## src/rtl/baslangic_getir_denetleyici.sv

```systemverilog
// Instruction-fetch controller: routes core fetches to the boot ROM or main memory, returns one registered instruction.
// Latency: ROM accept->valid 2 cycles (1 per 3 back-to-back); memory = response cycles + 1, bounded by ZAMAN_ASIMI.
// Backpressure: getir_hazir_c low while a fetch is in flight; requests seen while not ready are ignored, not queued.
//
// Ports:
//   clk_g, rst_g                     clock, synchronous active-low reset
//   getir_istek_g/adres_g            core fetch request and byte address
//   getir_hazir_c                    controller idle (accept = istek && hazir)
//   getir_buyruk_c/gecerli_c         returned instruction (held) and its one-cycle valid pulse
//   rom_ena_c/adres_c, rom_buyruk_g  boot ROM enable, byte offset, data (one cycle after enable)
//   bellek_istek_c/adres_c           main-memory request level and byte address
//   bellek_buyruk_g/gecerli_g        main-memory data and single-cycle valid
//   baslangic_bitti_c, hata_c        sticky boot hand-off and memory-timeout flags
//
// Optional: define BASLANGIC_GERI_DONUS_EN to keep the ROM reachable after hand-off.
module baslangic_getir_denetleyici #(
  parameter logic [31:0] ROM_TABAN   = 32'h0000_0000,
  parameter int          ROM_KELIME  = 41,
  parameter int          ZAMAN_ASIMI = 255,
  parameter logic [31:0] NOP_BUYRUK  = 32'h0000_0013
) (
  input  logic        clk_g,
  input  logic        rst_g,
  input  logic        getir_istek_g,
  input  logic [31:0] getir_adres_g,
  output logic        getir_hazir_c,
  output logic [31:0] getir_buyruk_c,
  output logic        getir_gecerli_c,
  output logic        rom_ena_c,
  output logic [31:0] rom_adres_c,
  input  logic [31:0] rom_buyruk_g,
  output logic        bellek_istek_c,
  output logic [31:0] bellek_adres_c,
  input  logic [31:0] bellek_buyruk_g,
  input  logic        bellek_gecerli_g,
  output logic        baslangic_bitti_c,
  output logic        hata_c
);

  typedef enum logic [1:0] {
    BOSTA,
    ROM_OKU,
    BELLEK_BEKLE
  } durum_t;

  localparam logic [30:0] ROM_SINIR   = 31'(ROM_KELIME);
  localparam logic [16:0] ZAMAN_SINIR = 17'(ZAMAN_ASIMI);

  durum_t      durum;
  logic [15:0] sayac;
  logic [32:0] rom_fark;
  logic        rom_bolge;
  logic        rom_izinli;
  logic        kabul;

  // 33-bit difference: an address below ROM_TABAN borrows into bit 32 and
  // so compares as far outside the region. Byte-in-word bits are dropped.
  assign rom_fark  = {1'b0, getir_adres_g} - {1'b0, ROM_TABAN};
  assign rom_bolge = (rom_fark[32:2] < ROM_SINIR);

`ifdef BASLANGIC_GERI_DONUS_EN
  assign rom_izinli = 1'b1;
`else
  assign rom_izinli = ~baslangic_bitti_c;
`endif

  // The cycle carrying the valid pulse is still busy, which gives the
  // one-per-three-cycle ROM throughput.
  assign getir_hazir_c = rst_g && (durum == BOSTA) && !getir_gecerli_c;
  assign kabul         = getir_istek_g && getir_hazir_c;
  assign rom_ena_c     = kabul && rom_bolge && rom_izinli;
  assign rom_adres_c   = rom_fark[31:0];

  always_ff @(posedge clk_g) begin
    if (!rst_g) begin
      durum             <= BOSTA;
      getir_buyruk_c    <= 32'h0;
      getir_gecerli_c   <= 1'b0;
      bellek_istek_c    <= 1'b0;
      bellek_adres_c    <= 32'h0;
      baslangic_bitti_c <= 1'b0;
      hata_c            <= 1'b0;
      sayac             <= 16'h0;
    end else begin
      getir_gecerli_c <= 1'b0;
      case (durum)
        BOSTA: begin
          if (kabul) begin
            if (rom_bolge && rom_izinli) begin
              durum <= ROM_OKU;
            end else begin
              bellek_adres_c <= getir_adres_g;
              bellek_istek_c <= 1'b1;
              sayac          <= 16'h0;
              durum          <= BELLEK_BEKLE;
              // Only a genuinely out-of-ROM fetch marks the hand-off.
              if (!rom_bolge) baslangic_bitti_c <= 1'b1;
            end
          end
        end
        ROM_OKU: begin
          getir_buyruk_c  <= rom_buyruk_g;
          getir_gecerli_c <= 1'b1;
          durum           <= BOSTA;
        end
        BELLEK_BEKLE: begin
          // Valid is tested first so a response on the timeout cycle wins.
          if (bellek_gecerli_g) begin
            getir_buyruk_c  <= bellek_buyruk_g;
            getir_gecerli_c <= 1'b1;
            bellek_istek_c  <= 1'b0;
            durum           <= BOSTA;
          end else if (({1'b0, sayac} + 17'd1) >= ZAMAN_SINIR) begin
            getir_buyruk_c  <= NOP_BUYRUK;
            getir_gecerli_c <= 1'b1;
            bellek_istek_c  <= 1'b0;
            hata_c          <= 1'b1;
            durum           <= BOSTA;
          end else begin
            sayac <= sayac + 16'd1;
          end
        end
        default: durum <= BOSTA;
      endcase
    end
  end

endmodule

```

## config.mk

```make
export PLATFORM = sky130hd
export DESIGN_NAME = baslangic_getir_denetleyici
export DESIGN_NICKNAME = d
export VERILOG_FILES = /design/src/rtl/baslangic_getir_denetleyici.sv
export SDC_FILE = /design/constraint.sdc
export NUM_CORES = 1
export LEC_CHECK = 0
export CAP_MARGIN = 15
export CORE_MARGIN = 1.5
export CORE_UTILIZATION = 30
export DETAILED_ROUTE_END_ITERATION = 7
export GPL_ROUTABILITY_DRIVEN = 0
export GPL_TIMING_DRIVEN = 0
export RECOVER_POWER = 50
export SYNTH_ARGS = -nofsm -noshare
export SYNTH_HDL_FRONTEND = slang
export SYNTH_SLANG_ARGS = --single-unit
```

## constraint.sdc

```tcl
create_clock -name clk_g -period 2.94 [get_ports clk_g]
set_input_delay 0.588 -clock clk_g [delete_from_list [all_inputs] [get_ports clk_g]]
set_output_delay 0.588 -clock clk_g [all_outputs]
set_load 0.01 [all_outputs]
```

; ---- Yosys cells after proc, flatten, opt, wreduce, memory -nomap -nowiden
; Cells that the tools add are included.
[classes]
n_reduce_logical = 17
mul = 0
mux = 21
n_div = 0
addsub = 2
shift = 0
n_eq_ne = 7
n_lt_le_gt_ge = 2
n_bitwise = 4
[ops]
columns = op, count
row1 = two-way mux 16 bit, 4
row2 = two-way mux 32 bit, 2
row3 = case mux 32 bit (2 select lines), 1
row4 = case mux 16 bit (2 select lines), 1
row5 = "less-than comparator 30 x 6 -> 1 bit, second input constant", 1
row6 = "adder 16 x 1 -> 17 bit, second input constant", 1
row7 = ">= comparator 17 x 8 -> 1 bit, second input constant", 1
row8 = "adder 16 x 1 -> 16 bit, second input constant", 1
row9 = two-way mux 2 bit, 4
row10 = "inequality test 2 bit, second input constant", 4
row11 = AND reduction 4 bit, 2
row12 = logical AND 1 bit, 6
row13 = two-way mux 1 bit, 6
row14 = AND reduction 3 bit, 2
row15 = AND reduction 5 bit, 1
row16 = inverter 1 bit, 4
row17 = case mux 1 bit (2 select lines), 2
row18 = case mux 2 bit (2 select lines), 1
row19 = AND reduction 2 bit, 2
row20 = nonzero test 2 bit, 2
row21 = "inequality test 3 bit, second input constant", 1
row22 = "equality test 2 x 1 -> 1 bit, second input constant", 1
row23 = "equality test 2 bit, second input constant", 1
row24 = logical NOT 2 bit, 1
row25 = logical NOT 1 bit, 1
[totals]
memories = 0
output_inout_bits = 102
inputBits = 100
latch_bits = 0
ram_bits = 0
romBits = 0
reg_bits = 86

; ---- Logic depth before layout (Yosys ltp)
[depth]
ltp_word = 6
depth_mapped = 11
mapped_depth_nobuf = 9

; ---- Worst setup path after synthesis
; No wires, ideal clock.
[synth_timing]
path_kind = reg2reg
start = register sayac[1]
end = register sayac[1]
synth_period_minus_slack_ns = 2.537
t_arrival_ns = 2.421
n_path_buf = 0
required_ns = 2.824
path_stages_with_launch = 9
setup_slack_ns = 0.403
setup_ns = 0.116
cell_sequence = dfxtp_1 > ha_1 > nand3_1 > nor3_1 > mux2_2 > nor4_4 > nand2_2 > a21o_1 > a31o_1
[synth_via]
elab_chain_len = 4
[synth_lines]
columns = element, line
row1 = from (decl), 50  ; logic [15:0] sayac;
row2 = from (signal assigned), 120  ; sayac <= sayac + 16'd1;
row3 = adder 16 x 1 -> 17 bit / adder 16 x 1 -> 16 bit (equally long branches), "113, 120"
row4 = >= comparator 17 x 8 -> 1 bit / two-way mux 16 bit (equally long branches), 113  ; end else if (({1'b0, sayac} + 17'd1) >= ZAMAN_SINIR) begin
row5 = inequality test 2 bit (no source line) / two-way mux 16 bit (equally long branches), -
row6 = AND reduction 5 bit (no source line) / case mux 16 bit (2 select lines) (equally long branches), -
; Several ways; a longest one is shown, not always the timed one. The select of a mux whose other input is x is not followed.
; A chain may end at the register's enable or synchronous reset.

; ---- Final worst setup path
[layout_timing]
start = input getir_adres_g[27]
end = output rom_ena_c
[layout_via]
elab_chain_len = 3
[layout_lines]
columns = element, line
row1 = from (decl), 25  ; input logic [31:0] getir_adres_g,
row2 = less-than comparator 30 x 6 -> 1 bit, 59  ; assign rom_bolge = (rom_fark[32:2] < ROM_SINIR);
row3 = logical AND 1 bit (2 in series), 71  ; assign rom_ena_c = kabul && rom_bolge && rom_izinli;
row4 = to (decl), 29  ; output logic rom_ena_c,
; No other way between the ends.

==> summary.md <==
| Metric | Value |
|---|---|
| Status | finished, final reports clean |
| DRT Wirelength | 13,300 um |
| Die ar. | ~15,000 um^2 |
| Area contributors post-synth | dfxtp_1 (42%), mux2i_1 (8.2%), o211a_1 (7.0%), buf_4 (5.8%), a22oi_1 (5.1%) |
| Met1 Usage GRT | a little over a fifth |
| CP Capture Type | output port |
| Syn_area_per_cell | 9.29 um^2 |
| Final core utilization | between 50 and 60% |
| DIE HEIGHT | 121 um |
| CTS Sinks | 86 |
| EDFF count, synth | 0 |
| Fraction of registers with async set/reset | 0% |
| Post-route antenna net violation count | 0 |
| Drt pass-1 iters | 4 |
| Ys flop type | dfxtp_1 |
| Post-Synthesis Cells | between 400 and 500 |
| Highest Clock Rate | 354 MHz |
| Largest net degree at the start of global routing | 13 |
| Clock Tree Buf Depth | 2 |
| Reg area | about 1700 um^2 |
| CTS tree | done |
| Period minus WS final | around 2800 ps |
| H-Tree Depth | 3 |
| Hold Fails Final Rpt | 0 |
| Grt met2 use | a little over 30% |
| Setup Viol. Count Final | 0 |
| Ports | roughly 200 |
| CTS Root Cell | clkbuf_16 |
| Filler cells | around 1,300 |
| Core area | roughly 13,000 um^2 |
| Most frequent cells in the layout | clkdlybuf4s50_1 (111), dlygate4sd3_1 (89), dfxtp_1 (86), nand2_1 (45), buf_4 (35) |
| M3 GR Usage | around 7% |
| Seq/Total Area, Yosys | 41.5% |
| Multi-input gate area | around 2100 um^2 |
| Diodes inserted | 0 |
| Gr usage total | 18.1% |
| Crit path launch type | input pin |
| Max-cap violations | 0 |
| Cell taking the most area after synthesis | dfxtp_1 |
| Initial Util | between 30% and 40% |
| Syn. warnings | 0 |
| Row count | 42 |
| Share of layout cells above drive strength 1 | between 10% and 20% |
| Clk_lat worst skew | between 300 and 400 ps |
| Die W | 121 um |
| DR iter-0 viols | roughly 130 |
| Grt ovf | 0 |
| RSZ-0062 raised after global routing | no |
| Initial antenna violation count | 0 |
| VDD IR max | roughly 0.33 mV |
| Yosys top cell area share | 41.5% |
| Worst Setup Path Type | input pin to output port |
| Pleak | around 0.0031 uW |
| Number of synthesized register bits | 86 |
| DRC | 0 |
| CTS Buf Count | 9 |
| Post-DP HPWL | ~11,000 um |
| Slew @ Worst Pin | around 560 ps |
| Average wire per standard cell | around 16 um |
| Final period util | between 90% and 100% |
| Vias in the first global route | 3,988 |
| Nets | 765 |
| Final hold slack | ~450 ps |
| Clk_skew | between 5 and 6 ps |
| Cell Area, Synth | about 4100 um^2 |
| Drt via density | ~4.8 |
| Syn Nets | 551 |
| Worst hold path type | flip-flop to flip-flop |
| First-pass GRT wire length | between 20,000 and 25,000 um |
| Detailed-route via count | ~4,000 |
| Unique cell type count in the Yosys netlist | between 40 and 50 |
| PD cells | between 400 and 500 nW/um^2 |
| Clk pin slew, worst setup/hold paths | 60 ps |
| CTS Hold Bufs | 0 |
| CP required | around 2400 ps |
| Top Usage Layer GRT | met2 |
| CP arrival | 2240 ps |
| Max Slew Vio Count | 0 |
| Relative slew margins | between 60 and 70% |
| Area Growth Syn to Fin | 62.2% |
| Commonest non-fill, non-tap cell in the layout | clkdlybuf4s50_1 |
| CP max FO | 3 |
| Port Buf Inserts | ~200 |
==> critical path, stage by stage <==
cell and delay (ps):
dlygate4sd3_1 580, nor4_2 360, nand3_1 190, nor3_2 160, nor2b_2 200, clkbuf_2 160
==> power by group <==
part           internal (uW)  switching (uW)  total (uW)
Combinational            436             360         795
Clock                    714             431        1140
Sequential              1250            47.7        1300
==> layout make-up <==
class                           count  area share (%)
Sequential cell                    86            25.6
Multi-Input combinational cell    291            30.7
Clock buffer                       12            3.96
Buffer                             60            5.38
Tap cell                          176            3.28
Inverter                            8           0.447
Timing Repair Buffer              204            30.2
Clock inverter                      1           0.447
==> registers in the layout, summed over array words and instances (netlist names) <==
register           count
sayac                 16
hata_c                 1
baslangic_bitti_c      1
bellek_istek_c         1
getir_gecerli_c        1
bellek_adres_c        32
durum                  2
getir_buyruk_c        32
==> cell families (layout without fill, tap and decap cells) <==
group | Yosys count | in the layout | share of synthesized area [%]
flip-flops | 86 | 86 | 41.5
adder cells (fa/ha/maj) | 5 | 5 | 1.51
AO/OA/AOI/OAI | 100 | 100 | 19.1
XOR/XNOR | 6 | 6 | 1.27
buffers and inverters | 69 | 285 | 9.45
multiplexers | 35 | 35 | 8.48
AND/OR/NAND/NOR | 145 | 145 | 18.7
==> synthesized netlist by cell type (8+ instances only) <==
cell type	count
mux2i_1	34
inv_1	8
nand2_1	45
nor2b_1	33
o21ai_0	9
o211a_1	29
dfxtp_1	86
a22oi_1	28
nor2_1	10
clkbuf_1	19
buf_2	10
nand3_1	13
buf_4	32
and3_1	10
==> layer usage <==
metal  share of wire [%]  vias up
li1                    -     1994
met3                  11       10
met5                   0        -
met1                  41     1792
met2                  47      190
met4                0.99        0
==> timing repair <==
action | in CTS | in global routing
gates cloned | 0 | 0
setup buffers | 3 | 0
setup endpoints to repair | 45 | 42
resized for setup | 5 | 9
pin swaps | 1 | 1
==> through the flow <==
| stage | TNS (ps) | cell area [um^2] | total power, uW | setup slack [ps] | std cells |
|---|---|---|---|---|---|
| after global routing | 0 | 6720 | 3410 | 3.48 | 838 |
| after CTS | 0 | 6720 | 3320 | 19.8 | 839 |
| final | 0 | 6720 | 3240 | 112 | 838 |
| after floorplan | 0 | 4140 | 1700 | 403 | 446 |
| after detailed placement | -12970 | 6380 | 2160 | -330 | 823 |
| after global placement | -10730 | 6380 | 2160 | -293 | 823 |
==> worst paths after layout <==
kind,cells past startpoint,start,slack (ps),end
hold / removal,2,getir_buyruk_c[0]$_SDFFE_PN0P_,450,getir_buyruk_c[0]$_SDFFE_PN0P_
hold reg to reg,2,getir_buyruk_c[0]$_SDFFE_PN0P_,450,getir_buyruk_c[0]$_SDFFE_PN0P_
setup reg to reg,11,sayac[0]$_SDFFE_PN0P_,180,getir_buyruk_c[14]$_SDFFE_PN0P_
setup / recovery,6,getir_adres_g[27],110,rom_ena_c
(Power assumes the default switching activity.)
